`src/rtl/alu_arbiter_if.sv`:
```
// Request/response channel between the issue units and alu_arbiter.
// The slave modport is the arbiter side; the master modport is the requester/consumer side.
interface alu_arbiter_if #(
  parameter int NREQ  = 2,
  parameter int WIDTH = 64
);
  localparam int IDW = (NREQ > 1) ? $clog2(NREQ) : 1;

  logic [NREQ-1:0]       req_valid;
  logic [NREQ-1:0]       req_ready;
  logic [NREQ*WIDTH-1:0] req_a;
  logic [NREQ*WIDTH-1:0] req_b;
  logic [NREQ*4-1:0]     req_ctrl;

  logic                  rsp_valid;
  logic                  rsp_ready;
  logic [IDW-1:0]        rsp_id;
  logic [WIDTH-1:0]      rsp_data;
  logic                  rsp_carry;
  logic                  rsp_err;

  modport master (
    output req_valid, req_a, req_b, req_ctrl, rsp_ready,
    input  req_ready, rsp_valid, rsp_id, rsp_data, rsp_carry, rsp_err
  );

  modport slave (
    input  req_valid, req_a, req_b, req_ctrl, rsp_ready,
    output req_ready, rsp_valid, rsp_id, rsp_data, rsp_carry, rsp_err
  );
endinterface

```
`src/rtl/alu_arbiter.sv`:
```
// Round-robin share of one combinational ALU among NREQ requesters, one op in flight.
// Optional opcode screening is compiled in with `define ALU_OPCHK_EN.
module alu_arbiter #(
  parameter int NREQ  = 2,
  parameter int WIDTH = 64
) (
  input  logic             clk,
  input  logic             rst_n,
  alu_arbiter_if.slave     bus,
  output logic [WIDTH-1:0] alu_a,
  output logic [WIDTH-1:0] alu_b,
  output logic [3:0]       alu_ctrl,
  input  logic [WIDTH-1:0] alu_out,
  input  logic             alu_carry
);

  localparam int         IDW    = (NREQ > 1) ? $clog2(NREQ) : 1;
  localparam logic [3:0] OP_ADD = 4'b0010;

  typedef enum logic [1:0] {
    IDLE = 2'd0,
    EXEC = 2'd1,
    RESP = 2'd2
  } state_t;

  state_t           state, state_nx;
  logic [IDW-1:0]   last_grant;
  logic [IDW-1:0]   gnt_idx;
  logic             gnt_any;
  logic [NREQ-1:0]  ready_c;
  logic             accept;
  logic             capture;
  logic             release_rsp;

  logic [WIDTH-1:0] sel_a;
  logic [WIDTH-1:0] sel_b;
  logic [3:0]       sel_ctrl;
  logic             op_bad;
  logic             drop_res;

  logic [IDW-1:0]   id_p0;
  logic             vld_p1;
  logic [IDW-1:0]   id_p1;
  logic [WIDTH-1:0] data_p1;
  logic             carry_p1;

  // Index 'step' positions after 'base', wrapping at NREQ.
  function automatic logic [IDW-1:0] rr_next(input logic [IDW-1:0] base, input int step);
    int s;
    s = int'(base) + step;
    if (s >= NREQ) s = s - NREQ;
    return IDW'(s);
  endfunction

`ifdef ALU_OPCHK_EN
  function automatic logic op_legal(input logic [3:0] c);
    case (c)
      4'b0000, 4'b0001, 4'b0010, 4'b0110, 4'b0111, 4'b1100: return 1'b1;
      default:                                              return 1'b0;
    endcase
  endfunction
`endif

  // Highest-priority candidate is the one right after last_grant; the
  // descending scan lets the nearest valid requester overwrite farther ones.
  always_comb begin
    gnt_any = 1'b0;
    gnt_idx = '0;
    for (int k = NREQ; k >= 1; k--) begin
      if (bus.req_valid[rr_next(last_grant, k)]) begin
        gnt_any = 1'b1;
        gnt_idx = rr_next(last_grant, k);
      end
    end
  end

  always_comb begin
    sel_a    = '0;
    sel_b    = '0;
    sel_ctrl = '0;
    for (int i = 0; i < NREQ; i++) begin
      if (gnt_idx == IDW'(i)) begin
        sel_a    = bus.req_a[i*WIDTH +: WIDTH];
        sel_b    = bus.req_b[i*WIDTH +: WIDTH];
        sel_ctrl = bus.req_ctrl[i*4 +: 4];
      end
    end
  end

  always_ff @(posedge clk or negedge rst_n) begin
    if (!rst_n) state <= IDLE;
    else        state <= state_nx;
  end

  always_comb begin
    state_nx    = state;
    ready_c     = '0;
    accept      = 1'b0;
    capture     = 1'b0;
    release_rsp = 1'b0;
    case (state)
      IDLE: begin
        if (gnt_any) begin
          ready_c[gnt_idx] = 1'b1;
          accept           = 1'b1;
          state_nx         = EXEC;
        end
      end
      EXEC: begin
        capture  = 1'b1;
        state_nx = RESP;
      end
      RESP: begin
        if (bus.rsp_ready) begin
          release_rsp = 1'b1;
          state_nx    = IDLE;
        end
      end
      default: state_nx = IDLE;
    endcase
  end

  assign bus.req_ready = ready_c;

  // Stage p0: grant edge, operands registered into the ALU
  always_ff @(posedge clk or negedge rst_n) begin
    if (!rst_n) begin
      alu_a      <= '0;
      alu_b      <= '0;
      alu_ctrl   <= '0;
      id_p0      <= '0;
      last_grant <= IDW'(NREQ - 1);
    end else if (accept) begin
      alu_a      <= sel_a;
      alu_b      <= sel_b;
      alu_ctrl   <= op_bad ? 4'b0000 : sel_ctrl;
      id_p0      <= gnt_idx;
      last_grant <= gnt_idx;
    end
  end

  // Stage p1: ALU result captured and held until the consumer takes it
  always_ff @(posedge clk or negedge rst_n) begin
    if (!rst_n) begin
      vld_p1   <= 1'b0;
      id_p1    <= '0;
      data_p1  <= '0;
      carry_p1 <= 1'b0;
    end else if (capture) begin
      vld_p1   <= 1'b1;
      id_p1    <= id_p0;
      data_p1  <= drop_res ? '0 : alu_out;
      carry_p1 <= alu_carry & (alu_ctrl == OP_ADD) & ~drop_res;
    end else if (release_rsp) begin
      vld_p1   <= 1'b0;
    end
  end

`ifdef ALU_OPCHK_EN
  logic err_p0;
  logic err_p1;

  always_ff @(posedge clk or negedge rst_n) begin
    if (!rst_n) begin
      err_p0 <= 1'b0;
      err_p1 <= 1'b0;
    end else begin
      if (accept)  err_p0 <= op_bad;
      if (capture) err_p1 <= err_p0;
    end
  end

  assign op_bad      = ~op_legal(sel_ctrl);
  assign drop_res    = err_p0;
  assign bus.rsp_err = err_p1;
`else
  assign op_bad      = 1'b0;
  assign drop_res    = 1'b0;
  assign bus.rsp_err = 1'b0;
`endif

  assign bus.rsp_valid = vld_p1;
  assign bus.rsp_id    = id_p1;
  assign bus.rsp_data  = data_p1;
  assign bus.rsp_carry = carry_p1;

  a_ready_onehot: assert property (@(posedge clk) disable iff (!rst_n) $onehot0(ready_c));
  a_ready_idle:   assert property (@(posedge clk) disable iff (!rst_n) (state != IDLE) |-> (ready_c == '0));

endmodule

```
`src/flat_wrapper.sv`:
```
// flat-port wrapper written by rule: the top's interface ports become plain ports
module alu_arbiter_flat 
#(
  parameter int NREQ  = 2,
  parameter int WIDTH = 64
)
  (clk, rst_n, alu_a, alu_b, alu_ctrl, alu_out, alu_carry, bus_req_valid, bus_req_a, bus_req_b, bus_req_ctrl, bus_rsp_ready, bus_req_ready, bus_rsp_valid, bus_rsp_id, bus_rsp_data, bus_rsp_carry, bus_rsp_err);
  alu_arbiter_if #(.NREQ(NREQ), .WIDTH(WIDTH)) bus_i ();
  input  logic clk;
  input  logic rst_n;
  output logic [WIDTH-1:0] alu_a;
  output logic [WIDTH-1:0] alu_b;
  output logic [3:0] alu_ctrl;
  input  logic [WIDTH-1:0] alu_out;
  input  logic alu_carry;
  input wire logic [$bits(bus_i.req_valid)-1:0] bus_req_valid;
  input wire logic [$bits(bus_i.req_a)-1:0] bus_req_a;
  input wire logic [$bits(bus_i.req_b)-1:0] bus_req_b;
  input wire logic [$bits(bus_i.req_ctrl)-1:0] bus_req_ctrl;
  input wire logic [$bits(bus_i.rsp_ready)-1:0] bus_rsp_ready;
  output wire logic [$bits(bus_i.req_ready)-1:0] bus_req_ready;
  output wire logic [$bits(bus_i.rsp_valid)-1:0] bus_rsp_valid;
  output wire logic [$bits(bus_i.rsp_id)-1:0] bus_rsp_id;
  output wire logic [$bits(bus_i.rsp_data)-1:0] bus_rsp_data;
  output wire logic [$bits(bus_i.rsp_carry)-1:0] bus_rsp_carry;
  output wire logic [$bits(bus_i.rsp_err)-1:0] bus_rsp_err;
  assign bus_i.req_valid = bus_req_valid;
  assign bus_i.req_a = bus_req_a;
  assign bus_i.req_b = bus_req_b;
  assign bus_i.req_ctrl = bus_req_ctrl;
  assign bus_i.rsp_ready = bus_rsp_ready;
  assign bus_req_ready = bus_i.req_ready;
  assign bus_rsp_valid = bus_i.rsp_valid;
  assign bus_rsp_id = bus_i.rsp_id;
  assign bus_rsp_data = bus_i.rsp_data;
  assign bus_rsp_carry = bus_i.rsp_carry;
  assign bus_rsp_err = bus_i.rsp_err;
  alu_arbiter #(.NREQ(NREQ), .WIDTH(WIDTH)) u_core (.clk(clk), .rst_n(rst_n), .bus(bus_i), .alu_a(alu_a), .alu_b(alu_b), .alu_ctrl(alu_ctrl), .alu_out(alu_out), .alu_carry(alu_carry));
endmodule
```
`config.mk`:
```
export PLATFORM = sky130hd
export DESIGN_NAME = alu_arbiter_flat
export DESIGN_NICKNAME = d
export VERILOG_FILES = /design/src/rtl/alu_arbiter_if.sv /design/src/rtl/alu_arbiter.sv /design/src/flat_wrapper.sv
export SDC_FILE = /design/constraint.sdc
export NUM_CORES = 1
export LEC_CHECK = 0
export BUFFER_PORTS_ARGS = -buffer_cell sky130_fd_sc_hd__buf_2
export CORE_AREA = 5 5 207 209
export CTS_CLUSTER_DIAMETER = 120
export CTS_CLUSTER_SIZE = 8
export DETAILED_ROUTE_END_ITERATION = 10
export DIE_AREA = 0 0 212 214
export MAX_ROUTING_LAYER = met4
export PLACE_DENSITY = 0.46
export SYNTH_ARGS = -nofsm -noshare
export SYNTH_HDL_FRONTEND = slang
export SYNTH_SLANG_ARGS = --single-unit
```
`constraint.sdc`:
```
create_clock -name clk -period 2.2 [get_ports clk]
set_clock_uncertainty 0.2 [all_clocks]
set_input_delay 0.11 -clock clk [delete_from_list [all_inputs] [get_ports clk]]
set_output_delay 0.11 -clock clk [all_outputs]
set_load 0.05 [all_outputs]
```
==> metrics.md <==
| Metric | Value |
|---|---|
| Routed vias/inst | 4.46 |
| Setup violators final | 0 |
| Status | completed |
| Max-slew violations | 0 |
| Worst r2r src | u_core.alu_ctrl[3]$_DFFE_PN0P_ |
| Gate power share | 0.575 |
| First drt pass iteration count | 4 |
| Worst hold path class | input port to register |
| Most common cell in the netlist | dfrtp_1 |
| Rel. slew slack | 0.167 |
| # DRC | 0 |
| Pint | about 12 mW |
| Initial drt markers | 612 |
| GP Congestion | 0.833 |
| Setup crit end kind | register |
| Final WL | 40100 um |
| Starting density of the core | 0.208 |
| Dpl ws | 0.162 ns |
| Clock sinks | 203 |
| Die height | 214 um |
| Core area | slightly above 40000 um^2 |
| Switching Share | 0.519 |
| Seq/Total Area, Yosys | 0.600 |
| CTS clk-pin slew, worst paths | 0.05 ns |
| CP arrival | 2.40 ns |
| Post-synthesis cell area | between 8000 and 9000 um^2 |
| CTS HTree Levels | 1 |
| Seq pwr share | 0.266 |
| Die ar. | between 40000 and 50000 um^2 |
| Maximum VDD drop | 0.878 mV |
| Synth cell count leaders | 202 x dfrtp_1, 198 x nand2_1, 131 x a221o_1, 131 x and3_1, 42 x clkbuf_1 |
| CTS tree | yes |
| Clock power frac | 0.159 |
| Port bufs | approximately 530 |
| FMAX | 471 MHz |
| Syn_area_per_cell | 11.2 um^2 |
| Slowest cell on crit path | nor4b_1 |
| Post-detail-place hpwl | 26700 um |
| #FFs+latches synth | 203 |
| Wirelength per Cell | 18.5 um |
| Power per cell area | 1570 nW/um^2 |
| Yosys top cell by area | dfrtp_1 |
| GRT overflow | 0 |
| Tmin final | between 2 and 2.5 ns |
| Clock Path Buffers | 3 |
| Synth top area share | 0.597 |
| Total number of yosys warnings | 0 |
| EDFF count, synth | 0 |
| Mapped Cells | roughly 760 |
| Synth cell types | 25 |
| Syn Nets | 1090 |
| FFs w/ async S/R, synth | 1.00 |
| Site Rows | 74 |
| Synth area leaders | dfrtp_1 60%, a221o_1 15%, and3_1 9.7% |
| Leakage | ~8.5 nW |
| Min-delay src | alu_out[16] |
| Total power | between 20 and 30 mW |
| Crit path kind | register to register |
| Most used flip-flop cell after synthesis | dfrtp_1 |
| Final Net Count | 1949 |
| CP Cell Sequence | nor4b_1, nand3_1, nand2_1 |
| Die Span X | about 210 um |
| Via Count | between 9k and 10k |
| Fin Setup TNS | 0 ns |
| Inserted Clock Buffers | 29 |
| Initial antenna violation count | 3 |
| Final setup margin | around 0.076 ns |
| Slowest cell delay on critical path | 1.05 ns |
| Pin slew with the least headroom to its limit | 1.23 ns |
| Worst-path fanout max | 3 |
| Switch Pwr | approximately 13 mW |
| Fin crit share | 0.965 |
| Layout cells sized above 1 | 0.372 |
| Non-Filler Instances | 2162 |
| # IOs | 536 |
| Layout area overhead | 89.4% |
| Crit. Startpoint | u_core.alu_ctrl[3]$_DFFE_PN0P_ |
| Tot GR Track Use | 0.169 |
| Vias in the first global route | 10.7k |
| CP Data Required Time | 2.47 ns |
| DP Cell Count | roughly 1.8k |
| Root Buffer | clkbuf_16 |
| CP startpoint kind | register |
| Final hold vios | 0 |
| Post-route ant nets | 0 |
| Max Cap Viol | 0 |
| Global-route wire length before repair | around 60000 um |
| Largest net degree at the start of global routing | 92 |
| Worst skew pair latency | 0.54 ns |
-- final cells by class --
| cell class | instances | area (um^2) |
|---|---|---|
| antenna | 3 | 7.51 |
| clock buffer | 41 | 771 |
| clock inverter | 2 | 16.3 |
| fill | 3919 | 24600 |
| inverter | 2 | 7.51 |
| multi-input combinational | 479 | 3040 |
| sequential | 203 | 5080 |
| tap | 532 | 666 |
| timing repair buffer | 900 | 6440 |
-- path summary, 6_finish.rpt --
check                                                       to  slack (ns)  depth (start not counted)
max                           u_core.bus.rsp_carry$_DFFE_PN0P_        0.08                          3
min                        u_core.bus.rsp_data[16]$_DFFE_PN0P_        0.10                          4
max reg2reg                   u_core.bus.rsp_carry$_DFFE_PN0P_        0.08                          3
min reg2reg                u_core.bus.rsp_data[17]$_DFFE_PN0P_        0.27                          2
max in group asynchronous  u_core.bus.rsp_data[11]$_DFFE_PN0P_        0.69                          4
min in group asynchronous         u_core.alu_a[46]$_DFFE_PN0P_        0.42                          3
-- cell usage in the layout, fill, tap and decap left out, drive strengths merged, types with 2 or more instances in the layout --
master,Yosys,routed
a21o,2,2
a21oi,2,2
a221o,131,131
and3,132,132
buf,30,563
clkbuf,42,42
dfrtp,202,202
diode,0,3
dlygate4sd3,0,335
inv,2,3
mux2,2,2
nand2,198,198
nand2b,3,3
o21ai,2,2
-- repair_timing --
| item | in CTS | in global routing |
|---|---|---|
| pin swaps | 1 | 1 |
| endpoints found under the setup margin | 2 | 2 |
| setup buffers | 1 | 5 |
| endpoints found under the hold margin | 405 | 0 |
| resized for setup | 1 | 2 |
| hold buffers | 335 | 0 |
| cloned | 1 | 1 |
-- through the flow --
stage          area, um^2  hold WS [ns]  utilization
2_1_floorplan        8470        -0.386            -
3_3_place_gp        11800        -0.122        0.290
3_5_place_dp        11800        -0.123        0.290
4_1_cts             16000        0.0628        0.393
5_1_grt             16000        0.0981        0.394
6_report            16000         0.101        0.395
-- kinds of logic (layout without fill, tap and decap cells) --
family | count (synthesis) | count (layout) | share of synthesized area
compound gates | 138 | 138 | 0.160
buf+inv | 74 | 945 | 0.0437
flops | 203 | 203 | 0.600
mux | 2 | 2 | 0.00266
other cells | 1 | 4 | 0.000443
simple gates | 338 | 338 | 0.193
-- critical path, delay by kind of cell, from the launching register on --
kind | cells | cell delay (ns)
simple gates | 3 | 1.42
flops | 1 | 0.43
-- power groups by stage --
stage / logic (mW) / registers (mW) / clock network, mW
detailed placement: 13.7 / 6.65 / 0
CTS: 14.3 / 6.68 / 4.13
global route: 15.2 / 6.91 / 4.26
floorplan: 3.73 / 12.7 / 0
global placement: 13.6 / 6.75 / 0
finish: 14.5 / 6.70 / 4.00
-- flip-flops by register name (all words and copies together), names as in the netlist --
name and count:
u_core.bus.rsp_valid 1, u_core.last_grant 1, u_core.id_p0 1, u_core.state 2, u_core.alu_a 64, u_core.bus.rsp_carry 1, u_core.alu_ctrl 4, u_core.bus.rsp_id 1
u_core.alu_b 64, u_core.bus.rsp_data 64
-- layer usage --
metal / global-route usage / part of all wire
met5: - / 0
met4: 0.0773 / 0.046
met3: 0.0243 / 0.063
met2: 0.284 / 0.49
met1: 0.201 / 0.40
No activity file was read; power rests on OpenSTA's default activity.
